==> config.mk <==
export PLATFORM = sky130hd
export DESIGN_NAME = ps2_key_decoder
export DESIGN_NICKNAME = d
export VERILOG_FILES = /design/src/rtl/game_pkg.sv /design/src/rtl/ps2_rx.sv /design/src/rtl/ps2_key_decoder.sv
export SDC_FILE = /design/constraint.sdc
export NUM_CORES = 1
export LEC_CHECK = 0
export CORE_UTILIZATION = 45
export CTS_BUF_LIST = sky130_fd_sc_hd__clkbuf_8
export DETAILED_ROUTE_END_ITERATION = 10
export PLACE_DENSITY = 0.59
export SKIP_CTS_REPAIR_TIMING = 1
export SLEW_MARGIN = 20
export SYNTH_ARGS = -nofsm -noshare
export SYNTH_HDL_FRONTEND = slang
export SYNTH_HIERARCHICAL = 1
export SYNTH_SLANG_ARGS = --single-unit
==> constraint.sdc <==
create_clock -name clk -period 3.3 [get_ports clk]
set_input_delay 0.495 -clock clk [delete_from_list [all_inputs] [get_ports clk]]
set_output_delay 0.495 -clock clk [all_outputs]
set_load 0.02 [all_outputs]
==> src/rtl/game_pkg.sv <==
`default_nettype none
// ============================================================================
//  Module      : game_pkg
//  Description : Constants shared by the PS/2 front end, the option selector
//                and the player controllers: direction event codes, the scan
//                code set 2 values used by the game, and the receiver state
//                type. Also provides the make-code to player/direction lookup.
//  Revision    : 1.0 - initial release
// ============================================================================
package game_pkg;

    // Direction event codes carried on direction_1 / direction_2
    localparam logic [2:0] UP    = 3'd0;
    localparam logic [2:0] DOWN  = 3'd1;
    localparam logic [2:0] LEFT  = 3'd2;
    localparam logic [2:0] RIGHT = 3'd3;
    localparam logic [2:0] STOP  = 3'd4;
    localparam logic [2:0] BOMB  = 3'd5;

    // Scan code set 2 values
    localparam logic [7:0] SC_EXT   = 8'hE0;
    localparam logic [7:0] SC_BREAK = 8'hF0;
    localparam logic [7:0] SC_W     = 8'h1D;
    localparam logic [7:0] SC_S     = 8'h1B;
    localparam logic [7:0] SC_A     = 8'h1C;
    localparam logic [7:0] SC_D     = 8'h23;
    localparam logic [7:0] SC_SPACE = 8'h29;
    localparam logic [7:0] SC_ENTER = 8'h5A;
    localparam logic [7:0] SC_UP    = 8'h75;   // E0-prefixed
    localparam logic [7:0] SC_DOWN  = 8'h72;   // E0-prefixed
    localparam logic [7:0] SC_LEFT  = 8'h6B;   // E0-prefixed
    localparam logic [7:0] SC_RIGHT = 8'h74;   // E0-prefixed

    typedef enum logic [1:0] {
        RX_IDLE   = 2'd0,
        RX_DATA   = 2'd1,
        RX_PARITY = 2'd2,
        RX_STOP   = 2'd3
    } rx_state_t;

    // Result of looking up a scan code: hit=0 means the code is ignored.
    // player=0 is player 1, player=1 is player 2.
    typedef struct packed {
        logic       hit;
        logic       player;
        logic [2:0] dir;
    } key_evt_t;

    function automatic key_evt_t map_key(input logic [7:0] code, input logic ext);
        key_evt_t e;
        e = '{hit: 1'b0, player: 1'b0, dir: STOP};
        if (!ext) begin
            case (code)
                SC_W:     e = '{hit: 1'b1, player: 1'b0, dir: UP};
                SC_S:     e = '{hit: 1'b1, player: 1'b0, dir: DOWN};
                SC_A:     e = '{hit: 1'b1, player: 1'b0, dir: LEFT};
                SC_D:     e = '{hit: 1'b1, player: 1'b0, dir: RIGHT};
                SC_SPACE: e = '{hit: 1'b1, player: 1'b0, dir: BOMB};
                SC_ENTER: e = '{hit: 1'b1, player: 1'b1, dir: BOMB};
                default:  e = '{hit: 1'b0, player: 1'b0, dir: STOP};
            endcase
        end else begin
            case (code)
                SC_UP:    e = '{hit: 1'b1, player: 1'b1, dir: UP};
                SC_DOWN:  e = '{hit: 1'b1, player: 1'b1, dir: DOWN};
                SC_LEFT:  e = '{hit: 1'b1, player: 1'b1, dir: LEFT};
                SC_RIGHT: e = '{hit: 1'b1, player: 1'b1, dir: RIGHT};
                default:  e = '{hit: 1'b0, player: 1'b0, dir: STOP};
            endcase
        end
        return e;
    endfunction

endpackage
`default_nettype wire

==> src/rtl/ps2_rx.sv <==
`default_nettype none
// ============================================================================
//  Module      : ps2_rx
//  Description : PS/2 device-to-host byte receiver. Synchronizes the raw
//                PS/2 clock/data, detects falling edges of the PS/2 clock and
//                shifts in 11-bit frames (start, 8 data LSB first, parity,
//                stop). Abandons a partial frame after TIMEOUT_CYC cycles
//                without a PS/2 clock falling edge.
//  Config      : PS2_PARITY_CHECK_EN - when defined, odd parity is enforced.
//  Ports       : clk, rst (async, active-high)
//                ps2_clk, ps2_data  raw asynchronous PS/2 lines
//                byte_valid         1-cycle strobe, byte_data is valid
//                byte_data[7:0]     received byte
//                frame_err          1-cycle strobe, frame dropped
//  Revision    : 1.0 - initial release
// ============================================================================
module ps2_rx
    import game_pkg::*;
#(
    parameter int TIMEOUT_CYC = 50000
) (
    input  logic       clk,
    input  logic       rst,
    input  logic       ps2_clk,
    input  logic       ps2_data,
    output logic       byte_valid,
    output logic [7:0] byte_data,
    output logic       frame_err
);

    localparam int CNT_W = (TIMEOUT_CYC > 2) ? $clog2(TIMEOUT_CYC) : 1;
    localparam logic [CNT_W-1:0] CNT_LAST = CNT_W'(TIMEOUT_CYC - 1);

    // Synchronizers reset to 1 so an idle (high) bus never looks like an edge
    logic [1:0] clk_sync_q;
    logic [1:0] data_sync_q;
    logic       clk_prev_q;
    logic       fall_q;
    logic       data_s_q;
    logic       fall_w;

    rx_state_t  state_q, state_d;
    logic [2:0] bit_cnt_q, bit_cnt_d;
    logic [7:0] shift_q, shift_d;
    logic [CNT_W-1:0] cnt_q, cnt_d;
    logic       byte_valid_q, byte_valid_d;
    logic       frame_err_q, frame_err_d;
`ifdef PS2_PARITY_CHECK_EN
    logic       parity_q, parity_d;
`endif

    assign fall_w = clk_prev_q & ~clk_sync_q[1];

    // Edge-detect stage also delays the data sample so both stay aligned
    always_ff @(posedge clk or posedge rst) begin
        if (rst) begin
            clk_sync_q  <= 2'b11;
            data_sync_q <= 2'b11;
            clk_prev_q  <= 1'b1;
            fall_q      <= 1'b0;
            data_s_q    <= 1'b1;
        end else begin
            clk_sync_q  <= {clk_sync_q[0], ps2_clk};
            data_sync_q <= {data_sync_q[0], ps2_data};
            clk_prev_q  <= clk_sync_q[1];
            fall_q      <= fall_w;
            data_s_q    <= data_sync_q[1];
        end
    end

    always_ff @(posedge clk or posedge rst) begin
        if (rst) begin
            state_q      <= RX_IDLE;
            bit_cnt_q    <= 3'd0;
            shift_q      <= 8'd0;
            cnt_q        <= '0;
            byte_valid_q <= 1'b0;
            frame_err_q  <= 1'b0;
        end else begin
            state_q      <= state_d;
            bit_cnt_q    <= bit_cnt_d;
            shift_q      <= shift_d;
            cnt_q        <= cnt_d;
            byte_valid_q <= byte_valid_d;
            frame_err_q  <= frame_err_d;
        end
    end

`ifdef PS2_PARITY_CHECK_EN
    always_ff @(posedge clk or posedge rst) begin
        if (rst) parity_q <= 1'b0;
        else     parity_q <= parity_d;
    end
`endif

    always_comb begin
        state_d      = state_q;
        bit_cnt_d    = bit_cnt_q;
        shift_d      = shift_q;
        cnt_d        = cnt_q;
        byte_valid_d = 1'b0;
        frame_err_d  = 1'b0;
`ifdef PS2_PARITY_CHECK_EN
        parity_d     = parity_q;
`endif
        if (state_q == RX_IDLE) begin
            cnt_d = '0;
            if (fall_q && !data_s_q) begin
                state_d   = RX_DATA;
                bit_cnt_d = 3'd0;
            end
        end else if (fall_q) begin
            cnt_d = '0;
            case (state_q)
                RX_DATA: begin
                    shift_d   = {data_s_q, shift_q[7:1]};
                    bit_cnt_d = bit_cnt_q + 3'd1;
                    if (bit_cnt_q == 3'd7) state_d = RX_PARITY;
                end
                RX_PARITY: begin
`ifdef PS2_PARITY_CHECK_EN
                    parity_d = data_s_q;
`endif
                    state_d  = RX_STOP;
                end
                default: begin
                    state_d = RX_IDLE;
`ifdef PS2_PARITY_CHECK_EN
                    if (data_s_q && (^{shift_q, parity_q})) byte_valid_d = 1'b1;
                    else                                    frame_err_d  = 1'b1;
`else
                    if (data_s_q) byte_valid_d = 1'b1;
                    else          frame_err_d  = 1'b1;
`endif
                end
            endcase
        end else if (cnt_q == CNT_LAST) begin
            state_d     = RX_IDLE;
            frame_err_d = 1'b1;
            cnt_d       = '0;
        end else begin
            cnt_d = cnt_q + CNT_W'(1);
        end
    end

    assign byte_valid = byte_valid_q;
    assign byte_data  = shift_q;
    assign frame_err  = frame_err_q;

endmodule
`default_nettype wire

==> src/rtl/ps2_key_decoder.sv <==
`default_nettype none
// ============================================================================
//  Module      : ps2_key_decoder
//  Description : Turns the PS/2 scan code set 2 stream into per-player
//                direction events. Player 1: W/A/S/D + Space (bomb).
//                Player 2: arrow keys + Enter (bomb). Tracks held keys so
//                typematic repeats produce no extra events.
//  Config      : PS2_PARITY_CHECK_EN - enables odd parity check in ps2_rx.
//  Ports       : clk, rst (async, active-high)
//                ps2_clk, ps2_data         raw PS/2 lines
//                direction_1, in_valid_1   player 1 event + 1-cycle qualifier
//                direction_2, in_valid_2   player 2 event + 1-cycle qualifier
//                rx_err                    1-cycle pulse on dropped frame
//  Revision    : 1.0 - initial release
// ============================================================================
module ps2_key_decoder
    import game_pkg::*;
#(
    parameter int TIMEOUT_CYC = 50000
) (
    input  logic       clk,
    input  logic       rst,
    input  logic       ps2_clk,
    input  logic       ps2_data,
    output logic [2:0] direction_1,
    output logic       in_valid_1,
    output logic [2:0] direction_2,
    output logic       in_valid_2,
    output logic       rx_err
);

    logic       byte_valid;
    logic [7:0] byte_data;
    logic       frame_err;

    ps2_rx #(
        .TIMEOUT_CYC (TIMEOUT_CYC)
    ) u_rx (
        .clk        (clk),
        .rst        (rst),
        .ps2_clk    (ps2_clk),
        .ps2_data   (ps2_data),
        .byte_valid (byte_valid),
        .byte_data  (byte_data),
        .frame_err  (frame_err)
    );

    // Index 0 is player 1, index 1 is player 2
    logic            e0_seen_q, e0_seen_d;
    logic            f0_seen_q, f0_seen_d;
    logic [1:0][2:0] held_q, held_d;
    logic [1:0]      bomb_held_q, bomb_held_d;
    logic [1:0][2:0] dir_q, dir_d;
    logic [1:0]      valid_q, valid_d;
    logic            rx_err_q, rx_err_d;
    key_evt_t        evt;

    always_ff @(posedge clk or posedge rst) begin
        if (rst) begin
            e0_seen_q   <= 1'b0;
            f0_seen_q   <= 1'b0;
            held_q      <= {STOP, STOP};
            bomb_held_q <= 2'b00;
            dir_q       <= {STOP, STOP};
            valid_q     <= 2'b00;
            rx_err_q    <= 1'b0;
        end else begin
            e0_seen_q   <= e0_seen_d;
            f0_seen_q   <= f0_seen_d;
            held_q      <= held_d;
            bomb_held_q <= bomb_held_d;
            dir_q       <= dir_d;
            valid_q     <= valid_d;
            rx_err_q    <= rx_err_d;
        end
    end

    always_comb begin
        e0_seen_d   = e0_seen_q;
        f0_seen_d   = f0_seen_q;
        held_d      = held_q;
        bomb_held_d = bomb_held_q;
        dir_d       = dir_q;
        valid_d     = 2'b00;
        rx_err_d    = frame_err;
        evt         = map_key(byte_data, e0_seen_q);

        if (byte_valid) begin
            if (byte_data == SC_EXT) begin
                e0_seen_d = 1'b1;
            end else if (byte_data == SC_BREAK) begin
                f0_seen_d = 1'b1;
            end else begin
                e0_seen_d = 1'b0;
                f0_seen_d = 1'b0;
                for (int p = 0; p < 2; p++) begin
                    if (evt.hit && (evt.player == 1'(p))) begin
                        if (evt.dir == BOMB) begin
                            if (f0_seen_q) begin
                                bomb_held_d[p] = 1'b0;
                            end else if (!bomb_held_q[p]) begin
                                bomb_held_d[p] = 1'b1;
                                dir_d[p]       = BOMB;
                                valid_d[p]     = 1'b1;
                            end
                        end else if (!f0_seen_q) begin
                            // Same key again is a typematic repeat: stay quiet
                            if (evt.dir != held_q[p]) begin
                                held_d[p]  = evt.dir;
                                dir_d[p]   = evt.dir;
                                valid_d[p] = 1'b1;
                            end
                        end else if (evt.dir == held_q[p]) begin
                            // Releasing a key other than the held one is ignored
                            held_d[p]  = STOP;
                            dir_d[p]   = STOP;
                            valid_d[p] = 1'b1;
                        end
                    end
                end
            end
        end
    end

    assign direction_1 = dir_q[0];
    assign in_valid_1  = valid_q[0];
    assign direction_2 = dir_q[1];
    assign in_valid_2  = valid_q[1];
    assign rx_err      = rx_err_q;

endmodule
`default_nettype wire

==> flow_summary.toml, run 1 <==
[final_layout]
num_antenna_cells = 0
nets = 331
syn_to_final_growth_pct = 12.8
multi_input_comb_area_um2 = 1540
register_area_um2 = 1440
final_cells = 401
post_route_cells_drive_above_1_share_pct = 18.8
final.fill_count = 577

[setup_path]
slowest_delay_ns = 0.48
crit_required_ns = 3.52
crit_chain = "and3b_1, o2111a_2, mux2_4, or3_1, a32o_1, or2_1, ha_1, nand2_1, nor2_2, mux2_1"
setup.worst_path.start_class = "flip-flop"
worstSetupPathType = "flip-flop to flip-flop"
crit_path_max_fanout = 11
cp-end-kind = "flip-flop"
arrival_ns = 3.37
critPathSlowestCell = "dfrtp_1"

[clock_network]
clock_path_buffers = 2
root_buffer = "clkbuf_8"
clkTransAtPathRegs_ns = 0.06
cts_max_level = 3
clk_latency_ns = 0.34
cts.sink_count = 57
cts_made_buffers = 9
cts_tree = "yes"

[placement]
globalplace.congestion = 0.833
portBuffers = 12
hpwl_um = 4040
dp_cells = 385

[power]
clkPwrFrac_pct = 29.5
leakage_nw = 1.53
p_seq_share_pct = 42.1
power.density_nw_per_um2 = 675
power_frac_comb_pct = 28.5
p_int_mw = 1.58
vdd_drop_max_mv = 0.305
p_sw_mw = 0.795
p_sw_share_pct = 33.5

[drt]
drtAntennaViolNets = 0
wire_per_inst_um = 14.5
dr.pass1.iters = 4
initialDrtViolationCount = 157
vias_per_cell = 5.65
drc = 0
routed_wl_um = 5810
route.vias.total = 2264

[yosys]
synth.area.top_cells = "dfrtp_1, dfstp_2, nor2_1, xnor2_1, mux2_2"
yosys-top-cells-count = "dfrtp_1, nor2_1, nand2_1, inv_1, xnor2_1"
synth_ff_type = "dfrtp_1"
synthDistinctLibCells = 67
synth_warnings = 6
async_reset_ff_share_pct = 100
synth.avg_cell_area_um2 = 10.4
synth.yosys.seq_area_share_pct = 46.2
yosysTopAreaCell = "dfrtp_1"
synth_edf_count = 0
syn_nets = 312
synth_area_um2 = 3120
synth_cells = 300
synth_top_area_share_pct = 37.7
ys_seq_elements = 57
yosys.cell_count.top_type = "dfrtp_1"

[sta]
timing.fmax_ghz = 0.317
max-slew-margin-rel_pct = 50.3
skew_ns = 0.00795
slew_viol_final = 0
post-route-min-period_ns = 3.15
setup_viol = 0
hold_violations = 0
min_period_over_period_pct = 95.5
fin_setup_tns_ns = 0
worstMarginPinSlew_ns = 0.740
rsz0062_at_grt = "false"

[floorplanning]
io_pins = 13
start_util_pct = 47.7
coreArea_um2 = 6530
fp.dieH_um = 85.2
die-area_um2 = 7260
dieWidth_um = 85.2
fp-row-count = 29

[global_routing]
grt_pass1_vias = 2122
grt_pass1_wl_um = 9970
track_usage_pct = 17.9
grt_max_degree = 39
antenna_found_initial = 0
overflow = 0

[status]
status = "completed"

[job]
cap_violations = 0

[min_path]
worstHoldPathType = "flip-flop to flip-flop"
## placed cells by master (no fill, tap or decap), types with 5 or more instances in the layout
| cell type | count |
|---|---|
| dfrtp_1 | 47 |
| nor2b_1 | 6 |
| nand2_1 | 18 |
| inv_1 | 18 |
| nor3_1 | 6 |
| clkdlybuf4s50_1 | 12 |
| dfstp_2 | 10 |
| a21oi_1 | 11 |
| or3_1 | 6 |
| buf_4 | 5 |
| ha_1 | 8 |
| clkbuf_8 | 13 |
| a32oi_1 | 5 |
| xnor2_1 | 14 |
| mux2_2 | 10 |
| nor2_1 | 34 |
| nand3_1 | 11 |
| o21ai_0 | 8 |
## routing by layer
metal	share of wire [%]	GRT usage (%)	routed length [um]
met1	50	23.9	2870
met2	45	27.1	2630
met3	3.5	3.89	201
met4	1.7	9.71	99
met5	0	0	0
## worst paths after layout
check | depth (start not counted) | to | slack [ns] | startpoint
hold reg to reg | 0 | u_rx/clk_sync_q[1]$_DFF_PP1_ | 0.36 | u_rx/clk_sync_q[0]$_DFF_PP1_
setup / recovery | 10 | held_q[1]$_DFFE_PP0P_ | 0.15 | u_rx/byte_data[4]$_DFFE_PP0P_
max in group asynchronous | 2 | held_q[3]$_DFFE_PP0P_ | 2.24 | rst
min in group asynchronous | 3 | u_rx/cnt_q[2]$_DFF_PP0_ | 0.59 | rst
hold / removal | 0 | u_rx/clk_sync_q[1]$_DFF_PP1_ | 0.36 | u_rx/clk_sync_q[0]$_DFF_PP1_
setup reg to reg | 10 | held_q[1]$_DFFE_PP0P_ | 0.15 | u_rx/byte_data[4]$_DFFE_PP0P_
## logic make-up (layout without fill, tap and decap cells)
logic type | count (synthesis) | count (layout) | synth area share, %
AOI/OAI and AO/OA | 48 | 48 | 10.9
DFF | 57 | 57 | 46.2
xor gates and xnor gates | 16 | 16 | 4.50
buffers and inverters | 26 | 50 | 4.46
muxes | 18 | 18 | 6.62
adders and majority gates | 8 | 8 | 3.21
and+or+nand+nor | 127 | 127 | 24.2
## per-stage QoR
step | hold WS [ns] | power (mW) | area (um2) | worst slack, ns | utilization (%)
6_report | 0.356 | 2.37 | 3520 | 0.147 | 53.8
5_1_grt | 0.360 | 2.54 | 3520 | 0.0223 | 53.8
4_1_cts | 0.359 | 2.40 | 3510 | 0.100 | 53.8
3_5_place_dp | 0.349 | 1.69 | 3300 | 0.112 | 50.5
3_3_place_gp | 0.346 | 1.67 | 3300 | 0.192 | 50.5
2_1_floorplan | 0.331 | 1.53 | 3120 | 0.339 | -
## flip-flops by register name, indices dropped and copies added, names as in the netlist
register,count
direction_1,3
u_rx/cnt_q,16
valid_q,2
u_rx/state_q,2
u_rx/bit_cnt_q,3
e0_seen_q,1
rx_err,1
direction_2,3
u_rx/fall_q,1
u_rx/data_sync_q,2
f0_seen_q,1
u_rx/frame_err,1
u_rx/clk_sync_q,2
u_rx/byte_valid,1
u_rx/byte_data,8
u_rx/clk_prev_q,1
bomb_held_q,2
u_rx/data_s_q,1
held_q,6
## area by class of cell
cell class	count	share of cell area [%]
inverters	17	1.81
flip-flops and latches	57	40.9
repair buffers	17	4.48
clock buffers	13	5.09
multi-input cells	217	43.8
clock inverters	3	1.10
well taps	77	2.74
## power groups by stage
stage | Sequential, mW | Combinational [mW] | Clock (mW)
finish | 0.998 | 0.676 | 0.700
detailed placement | 1.01 | 0.675 | 0
CTS | 0.998 | 0.681 | 0.721
floorplan | 0.968 | 0.564 | 0
global route | 1.03 | 0.757 | 0.755
global placement | 1.00 | 0.667 | 0
## critical path: cells and delay by family, from the launching register on
family	cells	cell delay [ns]
adders and majority gates	1	0.28
DFF	1	0.48
and+or+nand+nor	5	1.08
muxes	2	0.64
AOI/OAI and AO/OA	2	0.55
(Power assumes the default switching activity.)
==> inputs of run 2 (changes only) <==
- SLEW_MARGIN: 20 -> 5
==> results of run 2 <==
The final DEF is identical to that of run 1; final timing and power are the same.
